**src/rtl/alu_seq.sv**
```systemverilog
// Sequential ALU for the UART calculator: single-cycle add/sub, WIDTH-cycle
// shift-add multiply and restoring divide on operand magnitudes.
module alu_seq #(
    parameter int WIDTH = 16
) (
    input  logic                 clk,
    input  logic                 n_rst,
    input  logic                 parser_done,
    input  logic [3:0]           dtype,
    input  logic [4:0]           operator,
    input  logic [WIDTH-1:0]     src1,
    input  logic [WIDTH-1:0]     src2,
    output logic                 alu_busy,
    output logic                 alu_done,
    output logic                 alu_err,
    output logic [2*WIDTH-1:0]   calc_res
);

    localparam int CW = $clog2(WIDTH + 1);
    localparam logic [CW-1:0] LAST = CW'(WIDTH - 1);

    typedef enum logic [1:0] {IDLE, EXEC, DONE} state_t;

    state_t               state_q, state_d;
    logic [CW-1:0]        cnt_q, cnt_d;
    logic                 busy_q, done_q, err_q, err_d;
    logic [2*WIDTH-1:0]   res_q, res_d;

    logic [3:0]           dtype_q;
    logic [4:0]           op_q;
    logic [WIDTH-1:0]     a_q, b_q, sh_q;
    logic                 sa_q, sb_q;
    logic [2*WIDTH-1:0]   acc_q, mcand_q;

    function automatic logic [WIDTH-1:0] mag(input logic [WIDTH-1:0] v, input logic neg);
        mag = neg ? -v : v;
    endfunction

    logic start, sa_in, sb_in, is_div_in;
    assign start     = (state_q == IDLE) && parser_done;
    assign sa_in     = (dtype == 4'h1) && src1[WIDTH-1];
    assign sb_in     = (dtype == 4'h1) && src2[WIDTH-1];
    assign is_div_in = (operator == 5'h04);

    logic signed_op, illegal, divz, single, last;
    assign signed_op = (dtype_q == 4'h1);
    assign illegal   = !((dtype_q == 4'h1 || dtype_q == 4'h2) && op_q >= 5'h01 && op_q <= 5'h04);
    assign divz      = (op_q == 5'h04) && (b_q == '0);
    assign single    = illegal || divz || (op_q == 5'h01) || (op_q == 5'h02);
    assign last      = single || (cnt_q == LAST);

    logic signed [WIDTH:0] ext_a, ext_b, sum;
    logic [2*WIDTH-1:0]    addsub_res, mul_acc;
    logic [WIDTH:0]        rem_sh, rem_nx;
    logic                  fits;
    logic [WIDTH-1:0]      quo_nx, quo_fin, rem_fin;

    always_comb begin
        ext_a      = signed_op ? $signed({a_q[WIDTH-1], a_q}) : $signed({1'b0, a_q});
        ext_b      = signed_op ? $signed({b_q[WIDTH-1], b_q}) : $signed({1'b0, b_q});
        sum        = (op_q == 5'h01) ? (ext_a + ext_b) : (ext_a - ext_b);
        addsub_res = signed_op ? {{(WIDTH-1){sum[WIDTH]}}, sum} : {{(WIDTH-1){1'b0}}, sum};
        mul_acc    = acc_q + (sh_q[0] ? mcand_q : '0);
        // Partial remainder lives in acc_q[WIDTH:0]; dividend bits shift out of sh_q.
        rem_sh     = {acc_q[WIDTH-1:0], sh_q[WIDTH-1]};
        fits       = (rem_sh >= {1'b0, mcand_q[WIDTH-1:0]});
        rem_nx     = fits ? (rem_sh - {1'b0, mcand_q[WIDTH-1:0]}) : rem_sh;
        quo_nx     = {sh_q[WIDTH-2:0], fits};
        quo_fin    = (sa_q ^ sb_q) ? -quo_nx : quo_nx;
        rem_fin    = sa_q ? -rem_nx[WIDTH-1:0] : rem_nx[WIDTH-1:0];
    end

    logic [2*WIDTH-1:0] exec_res;
    logic               exec_err;

    always_comb begin
        exec_res = '0;
        exec_err = 1'b0;
        if (illegal) begin
            exec_err = 1'b1;
        end else if (divz) begin
            exec_res = '1;
            exec_err = 1'b1;
        end else begin
            case (op_q)
                5'h01, 5'h02: exec_res = addsub_res;
                5'h03:        exec_res = (sa_q ^ sb_q) ? -mul_acc : mul_acc;
                default:      exec_res = {quo_fin, rem_fin};
            endcase
        end
    end

    always_comb begin
        state_d = state_q;
        cnt_d   = cnt_q;
        res_d   = res_q;
        err_d   = err_q;
        case (state_q)
            IDLE: if (parser_done) begin
                state_d = EXEC;
                cnt_d   = '0;
            end
            EXEC: begin
                cnt_d = cnt_q + CW'(1);
                if (last) begin
                    state_d = DONE;
                    res_d   = exec_res;
                    err_d   = exec_err;
                end
            end
            default: state_d = IDLE;
        endcase
    end

    always_ff @(posedge clk or negedge n_rst) begin
        if (!n_rst) begin
            state_q <= IDLE;
            cnt_q   <= '0;
            busy_q  <= 1'b0;
            done_q  <= 1'b0;
            err_q   <= 1'b0;
            res_q   <= '0;
        end else begin
            state_q <= state_d;
            cnt_q   <= cnt_d;
            busy_q  <= (state_d != IDLE);
            done_q  <= (state_d == DONE);
            err_q   <= err_d;
            res_q   <= res_d;
        end
    end

    // Operand capture and iterative datapath; no reset needed on these.
    always_ff @(posedge clk) begin
        if (start) begin
            dtype_q <= dtype;
            op_q    <= operator;
            a_q     <= src1;
            b_q     <= src2;
            sa_q    <= sa_in;
            sb_q    <= sb_in;
            acc_q   <= '0;
            mcand_q <= {{WIDTH{1'b0}}, is_div_in ? mag(src2, sb_in) : mag(src1, sa_in)};
            sh_q    <= is_div_in ? mag(src1, sa_in) : mag(src2, sb_in);
        end else if (state_q == EXEC) begin
            if (op_q == 5'h03) begin
                acc_q   <= mul_acc;
                mcand_q <= mcand_q << 1;
                sh_q    <= sh_q >> 1;
            end else if (op_q == 5'h04) begin
                acc_q <= {{(WIDTH-1){1'b0}}, rem_nx};
                sh_q  <= quo_nx;
            end
        end
    end

    assign alu_busy = busy_q;
    assign alu_done = done_q;
    assign alu_err  = err_q;
    assign calc_res = res_q;

endmodule

```
**config.mk**
```make
export PLATFORM = sky130hd
export DESIGN_NAME = alu_seq
export DESIGN_NICKNAME = d
export VERILOG_FILES = /design/src/rtl/alu_seq.sv
export SDC_FILE = /design/constraint.sdc
export NUM_CORES = 1
export LEC_CHECK = 0
export ABC_AREA = 1
export CAP_MARGIN = 10
export CORE_ASPECT_RATIO = 2
export CORE_UTILIZATION = 40
export CTS_BUF_LIST = sky130_fd_sc_hd__clkbuf_2 sky130_fd_sc_hd__clkbuf_4 sky130_fd_sc_hd__clkbuf_8
export DETAILED_ROUTE_END_ITERATION = 16
export DONT_BUFFER_PORTS = 1
export HOLD_SLACK_MARGIN = 0.12
export PLACE_DENSITY = 0.57
export SETUP_SLACK_MARGIN = 0.5
export SLEW_MARGIN = 30
export SYNTH_ARGS = -nofsm -noshare
export SYNTH_HDL_FRONTEND = slang
export SYNTH_SLANG_ARGS = --single-unit
export TNS_END_PERCENT = 5
```
**constraint.sdc**
```tcl
create_clock -name clk -period 4.8 [get_ports clk]
set_clock_uncertainty 0.05 [all_clocks]
set_input_delay 0.48 -clock clk [delete_from_list [all_inputs] [get_ports clk]]
set_output_delay 0.48 -clock clk [all_outputs]
set_load 0.005 [all_outputs]
```
==> impl_metrics.csv <==
group,metric,value,unit
status,status,"complete, no violations",
detailed_routing,finalWirelength,58700,microns
global_routing,track_usage,32.7,%
clock_network,root_buffer,"clkbuf_8",
yosys,syn_area,14600,sq um
placed_design,numPlacedInstances,2698,
critical_path,critical_path_class,"reg -> reg",
yosys,ys_seq_area_share,29.3,%
clock_network,clk-insertion-delay-late,520,ps
timing,setup_tns,0,ps
global_routing,grt_pass1_vias,15400,
power,internal-power,0.00256,W
timing,rsz0062_at_grt,"true",
power,ir_drop,0.000197,V
yosys,syn_inst,2284,
timing,relSlewSlack,44.4,%
placed_design,pre_cts_ws,652,ps
clock_network,clk_pin_slew,110,ps
floorplan,die_h,272,microns
global_routing,grt_pass1_wl,88400,microns
floorplan,coreArea,35800,sq um
placed_design,dp_hpwl,47400,microns
floorplan,die_w,137,microns
critical_path,worstPathRequired,5210,ps
power,power_frac_clock,25.7,%
critical_path,arrival,4390,ps
yosys,synth_cell_type_count,59,
timing,fin_crit_sh,82.9,%
critical_path,slowest_delay,530,ps
power,power_density,275,nW/um^2
floorplan,rows,98,
detailed_routing,viasPerCell,5.48,
clock_network,postCtsSetupRepairBufs,0,
yosys,synthFlopType,"edfxtp_1",
detailed_routing,wire_per_inst,21.1,microns
yosys,yosysWarningCount,0,
yosys,synth_edf_count,75,
floorplan,ios,79,
clock_network,htreeDepth,4,
detailed_routing,drt_iter0_drc,897,
clock_network,cts_tree,"built",
global_routing,grt_max_degree,93,
power,p_sw_share,41.7,%
timing,hold_violations,0,
clock_network,clock_sinks,165,
power,share_comb_of_total_power,34.1,%
detailed_routing,ant_nets,0,
critical_path,crit_path_start_kind,"register",
final_layout,syn_to_final_growth,9.59,%
critical_path,crit_chain,"nand2_1 > inv_1 > ha_1 > fa_1 > xor2_1 > nor3_1 > nand3_1 > nor2_1 > nand2_1 > nor2_2 > nand2_2 > nor2_1 > nand2_1 > nand2_2 > nand2_1 > nand2_1 > nand3_1 > nand3_1 > nand2_1 > nand2_1",
timing,slew_violations,0,
floorplan,die_area,37200,sq um
yosys,ys_seq_elements,165,
final_layout,num-nets-final,2428,
yosys,synthArstFlopShare,25.5,%
yosys,syn_avg_cell_area,6.37,sq um
timing,max_freq,251,MHz
placed_design,gp_congestion,0.955,
run,maxCapViolCount,0,
power,p_sw,0.00183,W
critical_path,slowest_stage,"edfxtp_1",
power,power_leakage,8.25,nW
critical_path,worstSetupEndpointType,"register",
timing,setup_viol,0,
global_routing,grt_antenna_before_repair,2,
detailed_routing,dr.pass1.iters,5,
critical_path,worst_path_most_repeated_cell,"nand2_1",
timing,worst_hold_slack,193,ps
worst_hold_path,hp-class,"in -> reg",
global_routing,grt_overflow,0,
final_layout,final_cells,2776,
clock_network,cts_buffers,17,
power,power_frac_seq,40.2,%
timing,fin_crit,3980,ps
critical_path,path_max_fanout,7,
placed_design,portBuffers,0,
detailed_routing,drc,0,
clock_network,cts_buffer_depth,2,
timing,worstMarginPinSlew,833,ps
yosys,syn_nets,2402,
detailed_routing,vias,15200,
final_layout,drive_above_1_share,5.77,%
floorplan,start_util,40.6,%
timing,setup_slack,820,ps
[cell type report]
cell class                 count  area, sq um
clock buffer                  18          248
clock inverter                14          181
sequential                   165         4260
multi-input combinational   1720         8760
timing repair buffer          72          674
antenna                        3         7.51
inverter                     334         1250
fill                        3865        19900
tap                          450          563
[synth_stat cells, types with 6 or more instances]
library cell / n / area, sq um
edfxtp_1: 75 / 2250
a21oi_1: 117 / 586
nand2_4: 6 / 67.6
o22ai_1: 18 / 113
o211ai_1: 6 / 45.0
buf_2: 10 / 50.1
nand3_1: 188 / 941
nand4_1: 36 / 225
o21ai_1: 10 / 50.1
or2_2: 6 / 37.5
nand3b_1: 10 / 75.1
clkbuf_1: 45 / 169
and2_1: 6 / 37.5
a22oi_1: 10 / 75.1
dfxtp_1: 48 / 961
nand2_2: 22 / 138
nor2_1: 222 / 833
a31oi_1: 11 / 68.8
dfrtp_1: 42 / 1050
xor2_1: 42 / 368
ha_1: 71 / 888
xnor2_1: 15 / 131
nor3_1: 30 / 150
inv_1: 326 / 1220
o21ai_0: 134 / 671
o31ai_1: 7 / 52.6
nor2_2: 10 / 62.6
nand2_1: 691 / 2590
[state kept, by name, summed over array words and instances (netlist names)]
signal and cells:
acc_q 32, dtype_q 4, calc_res 32, sa_q 1
sh_q 16, alu_busy 1, alu_err 1, sb_q 1
state_q 2, a_q 16, mcand_q 32, op_q 5
alu_done 1, cnt_q 5, b_q 16
[final timing paths]
check | startpoint | to | slack (ps) | cells past startpoint
max | sh_q[0] | calc_res[31] | 820 | 20
min | src2[0] | mcand_q[0] | 190 | 2
max reg2reg | sh_q[0] | calc_res[31] | 820 | 20
min reg2reg | acc_q[18] | acc_q[18] | 450 | 2
max in group asynchronous | n_rst | calc_res[0] | 4080 | 2
min in group asynchronous | n_rst | calc_res[28] | 390 | 2
[critical path, delay by kind of cell, from the launching register on]
family	cells	cell delay (ps)
adder cells (fa/ha/maj)	2	800
buffers and inverters	1	50
XOR/XNOR	1	320
AND/OR/NAND/NOR	16	2170
flip-flops	1	530
[routing by layer]
metal	routed length, microns	global-route usage [%]
met5	0	0
met4	7070	33.2
met3	2010	4.86
met2	30700	60.6
met1	18900	28.4
[cells in the final DEF (no fill, tap or decap), types with 11 or more instances in the layout]
cell type / count
edfxtp_1: 75
xnor2_1: 15
o21ai_0: 132
a31oi_1: 11
buf_4: 27
ha_1: 71
o22ai_1: 18
nand2_1: 691
dlygate4sd3_1: 42
a21oi_1: 117
nand2_2: 22
nand3_1: 188
dfxtp_1: 48
o21ai_1: 12
nor3_1: 30
inv_1: 325
xor2_1: 42
dfrtp_1: 42
clkbuf_8: 18
nand4_1: 36
nor2_1: 222
[per-stage QoR]
step	total power (W)	cell area (sq um)	utilization, %
CTS	0.00439	15900	44.5
detailed placement	0.00323	15100	42.1
finish	0.00439	15900	44.5
global placement	0.00322	15100	42.0
floorplan	0.00275	14600	-
global route	0.00461	15900	44.5
[logic make-up after synthesis]
kind of cell	count (synthesis)	synth area share, %
compound gates	343	13.3
fa+ha+maj	74	6.52
xor+xnor	57	3.43
flops	165	29.3
buf+inv	399	10.7
simple gates	1246	36.8
[repair_timing]
| item | in CTS | in global routing |
|---|---|---|
| hold buffers | 43 | 0 |
| gates resized for setup | 0 | 3 |
| setup endpoints to repair | 0 | 20 |
| hold endpoints to repair | 83 | 0 |
[power by group through the flow]
stage,logic (W),clock network [W],registers [W]
floorplan,0.00102,0,0.00172
global placement,0.00143,0,0.00179
detailed placement,0.00144,0,0.00179
CTS,0.00148,0.00114,0.00176
global route,0.00166,0.00119,0.00177
finish,0.00150,0.00113,0.00176
(Power assumes the default switching activity.)
==> RTL change 1 (same settings) <==
Set the parameter `WIDTH` to 8 (it was 16).
--- a/src/rtl/alu_seq.sv
+++ b/src/rtl/alu_seq.sv
@@ -3,3 +3,3 @@
 module alu_seq #(
-    parameter int WIDTH = 16
+    parameter int WIDTH = 8
 ) (
Interface: changed (resized calc_res, src1 and src2); port bits go from 79 to 47. The function was not compared with the original's and may differ.
==> RTL change 1 against the original RTL <==
Wire length down 63%. First-iteration DRC count down 50%. Worst setup slack better by 0.50 ns. Synthesized area down 51%. Sequential cell count down 73. Critical path depth down 1. Global-route usage down 6.9 points. Sequential power down 34%. Combinational power up 4%. Total power down 24%. Final area down 52%. Critical path type unchanged. Critical endpoint is now calc_res[10]$_DFFE_PN0P_. Largest power group is now combinational cells.
==> RTL change 1: results <==
[run_status]
status = completed

[logic_synthesis]
synth_fp_nets = 1115
synthesis.area_per_instance_um2 = 6.79
yosys.cell_types.count = 51
ys_async_sr_fraction_pct = 27.2
yosys-top-cells-count = nand2_1 (302), inv_1 (157), nor2_1 (95)
netlist_top_cells_area = edfxtp_1 (18%), nand2_1 (16%), dfrtp_1 (8.8%)
synth_enable_flop_cells = 43

[route]
wl_per_cell_um = 17.1
drt-pass1-iter-count = 4
routed_via_density = 5.23
met1_length_um = 7430

[global_route]
total_routing_usage_reported_by_global_routing_pct = 25.8
global_route_wire_length_before_repair_um = 34700
use_met2_pct = 48.1
grtUsageMet1_pct = 24.1
grt_antenna_before_repair = 0
use_met3_pct = 3.07
vias_in_the_first_global_route = 6834

[pwr]
intPower_mw = 1.81
power.ir.vdd_worst_uv = 229
seq_power_share_pct = 35.5
leakage_nw = 3.91
seq-power_mw = 1.17

[placed_design]
gp_routability_congestion = 0.907
placement.cell_area_mm2 = 0.00730

[worst_hold_path]
worstHoldEndpoint = a_q[3]$_DFFE_PP_
hold_path.startpoint = src1[3]

[sta]
worst-slew-pin-transition_ns = 0.877
period_needed_ns = 3.48

[critical_path]
crit_end = calc_res[10]$_DFFE_PN0P_
r2r_cells = 19
critical_path_peak_fanout = 19
cpPeakStageDelay_ns = 0.94

[clocking]
cts-htree-levels = 3
numCtsBuffers = 9
clkLatencyLatePin_ns = 0.39
cts.hold.buffers_added = 16

[cells_and_area]
antennaDiodeCount = 0
fraction_of_final_layout_cells_sized_beyond_drive_strength_1_pct = 5.18
[RTL change 1: final cells by class]
class | instances | area [um2]
fillers | 1892 | 9670
multi-input cells | 764 | 3970
flip-flops and latches | 92 | 2400
inverters | 167 | 632
well taps | 210 | 263
repair buffers | 22 | 215
clock buffers | 11 | 145
clock inverters | 5 | 67.6
[RTL change 1: cell families (layout without fill, tap and decap cells)]
| logic type | after synthesis | count (layout) | synth area share, % |
|---|---|---|---|
| AND/OR/NAND/NOR | 531 | 531 | 32.0 |
| buffers and inverters | 190 | 205 | 10.4 |
| AO/OA/AOI/OAI | 168 | 168 | 13.3 |
| flip-flops | 92 | 92 | 33.7 |
| adder cells (fa/ha/maj) | 41 | 41 | 7.54 |
| XOR/XNOR | 23 | 23 | 2.83 |
| multiplexers | 1 | 1 | 0.141 |
[RTL change 1: through the flow]
step	utilization, %	hold WS (ns)
after floorplan	-	0.134
after global placement	42.1	0.135
after detailed placement	42.1	0.135
after CTS	44.3	0.125
after global routing	44.3	0.125
final	44.3	0.138
==> RTL change 2 (same flow settings) <==
Without the edit above. Register the inputs `parser_done`, `dtype`, `operator`, `src1` and `src2` before use, with the module's reset. The logic sees them one clock later.
--- a/src/rtl/alu_seq.sv
+++ b/src/rtl/alu_seq.sv
@@ -23,2 +23,24 @@
 
+    logic parser_done_q;
+    logic [3:0] dtype_r;
+    logic [4:0] operator_q;
+    logic [WIDTH-1:0] src1_q;
+    logic [WIDTH-1:0] src2_q;
+
+    always_ff @(posedge clk or negedge n_rst) begin
+        if (!n_rst) begin
+            parser_done_q <= '0;
+            dtype_r       <= '0;
+            operator_q    <= '0;
+            src1_q        <= '0;
+            src2_q        <= '0;
+        end else begin
+            parser_done_q <= parser_done;
+            dtype_r       <= dtype;
+            operator_q    <= operator;
+            src1_q        <= src1;
+            src2_q        <= src2;
+        end
+    end
+
     state_t               state_q, state_d;
@@ -39,6 +61,6 @@
     logic start, sa_in, sb_in, is_div_in;
-    assign start     = (state_q == IDLE) && parser_done;
-    assign sa_in     = (dtype == 4'h1) && src1[WIDTH-1];
-    assign sb_in     = (dtype == 4'h1) && src2[WIDTH-1];
-    assign is_div_in = (operator == 5'h04);
+    assign start     = (state_q == IDLE) && parser_done_q;
+    assign sa_in     = (dtype_r == 4'h1) && src1_q[WIDTH-1];
+    assign sb_in     = (dtype_r == 4'h1) && src2_q[WIDTH-1];
+    assign is_div_in = (operator_q == 5'h04);
 
@@ -98,3 +120,3 @@
         case (state_q)
-            IDLE: if (parser_done) begin
+            IDLE: if (parser_done_q) begin
                 state_d = EXEC;
@@ -135,6 +157,6 @@
         if (start) begin
-            dtype_q <= dtype;
-            op_q    <= operator;
-            a_q     <= src1;
-            b_q     <= src2;
+            dtype_q <= dtype_r;
+            op_q    <= operator_q;
+            a_q     <= src1_q;
+            b_q     <= src2_q;
             sa_q    <= sa_in;
@@ -142,4 +164,4 @@
             acc_q   <= '0;
-            mcand_q <= {{WIDTH{1'b0}}, is_div_in ? mag(src2, sb_in) : mag(src1, sa_in)};
-            sh_q    <= is_div_in ? mag(src1, sa_in) : mag(src2, sb_in);
+            mcand_q <= {{WIDTH{1'b0}}, is_div_in ? mag(src2_q, sb_in) : mag(src1_q, sa_in)};
+            sh_q    <= is_div_in ? mag(src1_q, sa_in) : mag(src2_q, sb_in);
         end else if (state_q == EXEC) begin
Check against the original RTL: not equivalent (Yosys sat finds a counterexample within 4 cycles, from zero or initial values and one cycle with n_rst low).
==> RTL change 2 against the original RTL <==
Worst setup slack improved by 0.025 ns. Die area rose by 6.1%. Total power rose by 23%. Sequential cell count rose by 42. Global-route usage fell by 2.8 points. Non-clock buffer count fell by 2. Final area rose by 8.2%. Synthesized area rose by 6.2%. Sequential share of layout area rose by 4.1 points. Worst hold slack improved by 0.21 ns. Wire length fell by 0.95%. Critical path depth rose by 1. Critical path type unchanged. Highest routed layer is now met5.
==> RTL change 2: results <==
[run_status]
status = completed

[cells_and_area]
filler_cell_count = 3949
fraction_of_final_layout_cells_sized_beyond_drive_strength_1_pct = 6.85
layout_area_growth_over_synthesis_pct = 11.6

[route]
top_layer = met5
wl_per_cell_um = 20.3
detailroute.via_count = 15100
drt-initial-drc-count = 755

[logic_synthesis]
synth_top_flop_cell = dfrtp_1
synthesis.area_per_instance_um2 = 6.78
synthAdderAreaFrac_pct = 6.14
ys_async_sr_fraction_pct = 40.6
yosys.cell_types.count = 63

[placed_design]
dp_hpwl_um = 46800
gp_routability_congestion = 0.998
numPlacedInstances = 2756
placement.cell_area_mm2 = 0.0160
pre_cts_ws_ns = 0.861

[clocking]
cts.clk_slew.worst_paths_ns = 0.07
cts-htree-levels = 2
numCtsBuffers = 35

[sta]
worst-slew-pin-transition_ns = 1.03

[pwr]
leakage_nw = 8.85

[global_route]
global_route_wire_length_before_repair_um = 87100
use_met3_pct = 4.30
use_met2_pct = 55.6
RTL change 2: cell count changes after synthesis, sizes merged, moves of 5 or more:
cell / change
dfrtp: +42
inv: -14
nand2: -13
nand3: -18
nand3b: +5
nand4: -9
nor2: -15
o211ai: +7
o21ai: +5
o21bai: +7
o22ai: -6
xnor2: +5
RTL change 2: final cells by class:
class	count	share of cell area, %
repair buffers	70	3.86
diodes	2	0.0290
clock buffers	53	3.76
multi-input cells	1685	50.1
well taps	515	3.74
inverters	323	7.07
flip-flops and latches	207	30.8
clock inverters	11	0.660
RTL change 2: power by group:
part	internal (mW)	switching (mW)
clock	0.980	0.775
sequential	2.01	0.155
combinational	0.468	1.00
total	3.45	1.93
RTL change 2: repair_timing:
item | 4_1_cts | 5_1_grt
endpoints found under the hold margin | 126 | 0
resized for setup | 0 | 3
endpoints found under the setup margin | 0 | 18
hold buffers | 44 | 0
RTL change 2: cell families (layout without fill, tap and decap cells):
kind of cell / count (synthesis) / in the layout
other cells: 0 / 2
flops: 207 / 207
simple gates: 1195 / 1195
fa+ha+maj: 74 / 74
compound gates: 355 / 355
xor+xnor: 61 / 61
buf+inv: 387 / 457
RTL change 2: final timing paths:
path,from,to,slack (ns)
worst max-delay path,sh_q[0]$_DFFE_PP_,calc_res[27]$_DFFE_PN0P_,0.84
worst min-delay path,src2_q[15]$_DFF_PN0_,b_q[15]$_DFFE_PP_,0.40
worst max register to register,sh_q[0]$_DFFE_PP_,calc_res[27]$_DFFE_PN0P_,0.84
worst min register to register,src2_q[15]$_DFF_PN0_,b_q[15]$_DFFE_PP_,0.40
max in group asynchronous,n_rst,src1_q[4]$_DFF_PN0_,3.89
min in group asynchronous,n_rst,alu_done$_DFF_PN0_,0.46
